## config.mk

```make
export PLATFORM = sky130hd
export DESIGN_NAME = despachador_colas
export DESIGN_NICKNAME = d
export VERILOG_FILES = /design/src/rtl/despachador_colas_pkg.sv /design/src/rtl/despachador_colas_contador_saturado.sv /design/src/rtl/despachador_colas.sv
export SDC_FILE = /design/constraint.sdc
export NUM_CORES = 1
export LEC_CHECK = 0
export BUFFER_PORTS_ARGS = -buffer_cell sky130_fd_sc_hd__buf_2
export CAP_MARGIN = 40
export CORE_UTILIZATION = 35
export CTS_CLUSTER_DIAMETER = 50
export DETAILED_ROUTE_END_ITERATION = 16
export PLACE_DENSITY = 0.65
export SYNTH_ARGS = -nofsm -noshare
export SYNTH_HDL_FRONTEND = slang
export SYNTH_SLANG_ARGS = --single-unit
```

## constraint.sdc

```tcl
create_clock -name clk -period 2.23 [get_ports clk]
set_clock_uncertainty 0.05 [all_clocks]
set_input_delay 0.446 -clock clk [delete_from_list [all_inputs] [get_ports clk]]
set_output_delay 0.446 -clock clk [all_outputs]
set_load 0.005 [all_outputs]
```

## src/rtl/despachador_colas_pkg.sv

```systemverilog
// despachador_colas shared definitions:
// FSM state encodings and default sizes.
package despachador_colas_pkg;

    localparam int DC_QUEUE_QUANTITY = 4;
    localparam int DC_DATA_BITS      = 8;
    localparam int DC_CNT_BITS       = 8;

    typedef enum logic [1:0] {
        DC_IDLE    = 2'd0,
        DC_POP     = 2'd1,
        DC_CAPTURE = 2'd2,
        DC_HOLD    = 2'd3
    } dc_state_t;

endpackage

```

## src/rtl/despachador_colas_contador_saturado.sv

```systemverilog
// Saturating up-counter with asynchronous
// active-low clear; holds at all-ones.
module contador_saturado #(
    parameter int CNT_BITS = 8
) (
    input  logic                clk,
    input  logic                rst,
    input  logic                inc,
    output logic [CNT_BITS-1:0] count
);

    always_ff @(posedge clk or negedge rst) begin
        if (!rst) begin
            count <= '0;
        end else if (inc && (count != '1)) begin
            count <= count + CNT_BITS'(1);
        end
    end

endmodule

```

## src/rtl/despachador_colas.sv

```systemverilog
// Grant-driven FIFO dispatcher: pops the granted
// queue, holds the word on a valid/ready port.
module despachador_colas
    import despachador_colas_pkg::*;
#(
    parameter int QUEUE_QUANTITY = DC_QUEUE_QUANTITY,
    parameter int DATA_BITS      = DC_DATA_BITS,
    parameter int CNT_BITS       = DC_CNT_BITS,
    localparam int SEL_BITS =
        (QUEUE_QUANTITY > 1) ? $clog2(QUEUE_QUANTITY) : 1
) (
    input  logic                               clk,
    input  logic                               rst,
    input  logic                               enb,
    input  logic [SEL_BITS-1:0]                selector,
    input  logic                               selector_enb,
    input  logic [QUEUE_QUANTITY-1:0]          buf_empty,
    input  logic [QUEUE_QUANTITY*DATA_BITS-1:0] buf_data,
    output logic [QUEUE_QUANTITY-1:0]          pop,
    output logic [DATA_BITS-1:0]               data_out,
    output logic                               valid_out,
    input  logic                               ready_in,
    output logic [SEL_BITS-1:0]                queue_out,
    output logic                               busy,
    output logic [QUEUE_QUANTITY*CNT_BITS-1:0] cnt_served,
    output logic                               underflow_err
);

    dc_state_t state, state_nx;

    logic [SEL_BITS-1:0]       sel_q;
    logic [DATA_BITS-1:0]      cur_word;
    logic [QUEUE_QUANTITY-1:0] inc;
    logic req_empty;
    logic cur_empty;
    logic handshake;
    logic accept;

    // Out-of-range selectors match no queue and read as empty.
    always_comb begin
        req_empty = 1'b1;
        cur_empty = 1'b1;
        cur_word  = '0;
        for (int i = 0; i < QUEUE_QUANTITY; i++) begin
            if (selector == SEL_BITS'(i)) begin
                req_empty = buf_empty[i];
            end
            if (sel_q == SEL_BITS'(i)) begin
                cur_empty = buf_empty[i];
                cur_word  = buf_data[i*DATA_BITS +: DATA_BITS];
            end
        end
    end

    assign handshake = (state == DC_HOLD) && ready_in;
    assign accept    = enb && selector_enb && !req_empty &&
                       ((state == DC_IDLE) || handshake);
    assign busy      = (state != DC_IDLE);

    always_comb begin
        state_nx = state;
        pop      = '0;
        unique case (state)
            DC_IDLE: begin
                if (accept) state_nx = DC_POP;
            end
            DC_POP: begin
                if (cur_empty) begin
                    state_nx = DC_IDLE;
                end else begin
                    state_nx = DC_CAPTURE;
                    for (int i = 0; i < QUEUE_QUANTITY; i++) begin
                        if (sel_q == SEL_BITS'(i)) pop[i] = 1'b1;
                    end
                end
            end
            DC_CAPTURE: state_nx = DC_HOLD;
            DC_HOLD: begin
                if (handshake) state_nx = accept ? DC_POP : DC_IDLE;
            end
            default: state_nx = DC_IDLE;
        endcase
    end

    always_ff @(posedge clk or negedge rst) begin
        if (!rst) begin
            state         <= DC_IDLE;
            sel_q         <= '0;
            data_out      <= '0;
            queue_out     <= '0;
            valid_out     <= 1'b0;
            underflow_err <= 1'b0;
        end else begin
            state <= state_nx;
            if (accept) sel_q <= selector;
            if ((state == DC_POP) && cur_empty) underflow_err <= 1'b1;
            if (state == DC_CAPTURE) begin
                data_out  <= cur_word;
                queue_out <= sel_q;
                valid_out <= 1'b1;
            end
            if (handshake) valid_out <= 1'b0;
        end
    end

    for (genvar g = 0; g < QUEUE_QUANTITY; g++) begin : g_cnt
        assign inc[g] = handshake && (sel_q == SEL_BITS'(g));
        contador_saturado #(
            .CNT_BITS(CNT_BITS)
        ) u_cnt (
            .clk  (clk),
            .rst  (rst),
            .inc  (inc[g]),
            .count(cnt_served[g*CNT_BITS +: CNT_BITS])
        );
    end

endmodule

```

==> results by group <==
Clocking
  • Reg clk slew, reported paths: 0.08 ns
  • Clock Path Buffers: 2
  • TritonCTS clock tree: built
  • H-tree depth: 2
  • CTS Sinks: 48
  • CTS Buf Count: 5
  • Worst-Skew Late Latency: 0.30 ns
  • CTS root buf: clkbuf_8

Setup path
  • Worst setup path end: pop[2]
  • Slowest Stage Delay on Critical Path: 0.56 ns
  • R2r endpoint: g_cnt[0].u_cnt.count[1]
  • Worst r2r src: g_cnt[0].u_cnt.count[0]
  • Critical path depth: 3
  • Crit path max-delay family: flip-flops
  • Critical path launch point type: register
  • Critical Path Source: sel_q[1]
  • R2R depth: 4
  • Buf/Inv on CP: 2
  • Worst Setup End Kind: primary output
  • Arrival time at the worst endpoint: 1.64 ns
  • Worst path slowest cell: dfrtp_1
  • Crit path cell chain: inv_1 -> nor4_1 -> buf_2
  • Flop-to-flop setup slack: 0.37 ns
  • Max FO, Critical Path: 10
  • Worst Path Required: 1.73 ns
  • CP Class: register to primary output

Die
  • Rows: 30
  • Chip Height: 86.0 um
  • CORE AREA: 0.00679 mm^2
  • Initial Util: 36.3%
  • Die X: 86.0 um
  • IO Pins: 92
  • Die area: 0.00739 mm^2

Global route
  • Antenna violations before repair: 0
  • Total grt overflow: 0
  • Total GRT Usage: 15.2%
  • Vias in the first global route: 1818
  • Largest net degree at the start of global routing: 20
  • First-pass GRT wire length: 8670 um

STA
  • Final setup viols: 0
  • Fin crit share: 95.7%
  • Min cycle time layout: 2.13 ns
  • Worst relative slew slack: 65.5%
  • Worst-Margin Slew: 0.511 ns
  • Final Hold Viols: 0
  • Max-slew violation count: 0
  • RSZ-0062 raised after global routing: no
  • Setup TNS: 0 ns
  • Highest clock rate: 469 MHz

Synthesis
  • Top post-synthesis cells by area: dfrtp_1, mux4_2, mux2_2, xor2_1, xnor2_1
  • Post-synth EDFFs: 0
  • Net count after synthesis: 242
  • Mapped Area: 0.00247 mm^2
  • Synth cell types: 43
  • Syn. warnings: 0
  • Async set-or-reset flop fraction in the synthesized netlist: 100%
  • Synth top area share: 48.7%
  • Cell taking the most area after synthesis: dfrtp_1
  • Most frequent cell after synthesis: dfrtp_1
  • #FFs+latches synth: 48
  • Synth cell count leaders: dfrtp_1, xor2_1, mux2_2
  • Post-synthesis sequential area ratio: 48.7%
  • Top_reg_cell synth: dfrtp_1
  • Mean post-synth cell area: 12.7 um^2
  • Gate Count Post-Synth: 195

Hold path
  • Hold WC Path Type: input pin to register

Cells and area
  • Final core utilization: 46.2%
  • Area growth syn-to-layout: 27.1%
  • Fillers: 660
  • Diodes inserted: 0
  • Register area: 0.00120 mm^2
  • Multi-input gate area: 0.00122 mm^2
  • Layout cells sized above 1: 47.4%
  • Final nets: 339

Power
  • P per Cell Area: 945 mW/mm^2
  • Sw Pwr: 0.000995 W
  • Clk pwr share: 18.0%
  • Internal: 0.00197 W
  • Worst VDD drop: 0.415 mV
  • Logic pwr share: 36.2%
  • Leak Pwr: 1.59 nW
  • Flop pwr share: 45.8%
  • Switching fraction of total power: 33.5%

Route
  • Vias/cell: 4.91
  • DR pass1 iterations: 4
  • Post-Route WL: 5500 um
  • DRC: 0
  • ANT nets after route: 0
  • Initial DRC Count: 70
  • DR WL/cell: 14.1 um
  • Via Count: 1909

Placement
  • Hpwl dp: 4240 um
  • IO Port Bufs: 91
  • GPL Wtd Cong: 0.748

Outcome
  • Status: finished, final reports clean

Run
  • Max_cap viols: 0
[per-layer routing]
metal | vias to the layer above | wire length, um | track usage [%]
li1 | 908 | - | -
met1 | 951 | 2400 | 18.5
met2 | 45 | 2760 | 26.3
met3 | 5 | 270 | 4.33
met4 | 0 | 58 | 4.55
met5 | - | 0 | 0
[power by group through the flow]
stage          clock, W  combinational (W)  sequential [W]
5_1_grt        0.000592            0.00118         0.00140
3_3_place_gp          0            0.00107         0.00135
6_report       0.000535            0.00107         0.00136
4_1_cts        0.000564            0.00110         0.00136
2_1_floorplan         0           0.000771         0.00128
3_5_place_dp          0            0.00109         0.00137
[cells by family after synthesis]
| group | after synthesis | share of synthesized area [%] |
|---|---|---|
| buffers and inverters | 9 | 1.98 |
| DFF | 48 | 48.7 |
| muxes | 26 | 16.4 |
| xor gates and xnor gates | 27 | 9.58 |
| adders and majority gates | 4 | 2.03 |
| AOI/OAI and AO/OA | 13 | 4.16 |
| and+or+nand+nor | 68 | 17.2 |
[metrics by stage]
stage	total power [W]	setup WS (ns)	area [um^2]	hold slack (ns)	std cells
floorplan	0.00206	0.487	2470	0.100	195
global placement	0.00242	0.382	3040	0.293	380
detailed placement	0.00247	0.324	3040	0.289	380
CTS	0.00302	0.0594	3140	0.322	389
global route	0.00318	0.0385	3140	0.329	389
finish	0.00297	0.0957	3140	0.337	389
[area by class of cell]
| type | instances | area share [%] |
|---|---|---|
| clock buffers | 8 | 2.87 |
| inverters | 3 | 0.359 |
| multi-input cells | 138 | 38.8 |
| flip-flops and latches | 48 | 38.3 |
| well taps | 96 | 3.83 |
| repair buffers | 96 | 15.8 |
[timing repair]
action / 4_1_cts / 5_1_grt
hold endpoints to repair: 10 / 0
hold buffers: 1 / 0
setup buffers: 0 / 0
setup endpoints to repair: 0 / 1
gates resized for setup: 0 / 1
[worst min-delay path by stage]
stage,from,to,depth (start not counted)
6_report,selector[1],sel_q[1],3
5_1_grt,selector[1],sel_q[1],3
4_1_cts,selector[1],sel_q[1],3
3_5_place_dp,rst,g_cnt[1].u_cnt.count[3],1
3_3_place_gp,rst,g_cnt[1].u_cnt.count[5],1
2_1_floorplan,rst,asynchronous set/reset pin,0
[registers in the layout, summed over array words and instances, names as in the netlist, named ones only]
name and cells:
g_cnt.u_cnt.count 32, sel_q 2, underflow_err 1, state 1
queue_out 2, valid_out 1, data_out 8
[placed cells by master, fill, tap and decap left out, drive strengths merged, types with 2 or more instances in the layout]
| cell type | Yosys | layout |
|---|---|---|
| buf | 6 | 95 |
| dfrtp | 48 | 48 |
| xor2 | 17 | 17 |
| mux2 | 16 | 16 |
| nand2 | 13 | 13 |
| nand3 | 11 | 11 |
| nor2 | 11 | 11 |
| mux4 | 10 | 10 |
| xnor2 | 10 | 10 |
| clkbuf | 0 | 8 |
| nor3 | 6 | 6 |
| o2111ai | 4 | 4 |
| ha | 4 | 4 |
| nand4 | 4 | 4 |
| inv | 3 | 3 |
| nor3b | 3 | 3 |
| o21ai | 3 | 3 |
| and3 | 3 | 3 |
| nor4 | 3 | 3 |
| and4b | 2 | 2 |
| or4b | 2 | 2 |
| a211oi | 2 | 2 |
| o211ai | 2 | 2 |
| nor4b | 2 | 2 |
[tightest hold or removal path: cells and delay by family]
kind	cells	cell delay, ns
AO/OA/AOI/OAI	1	0.06
buffers and inverters	1	0.10
AND/OR/NAND/NOR	1	0.04
Note: power is estimated with default switching activity, not from simulation.
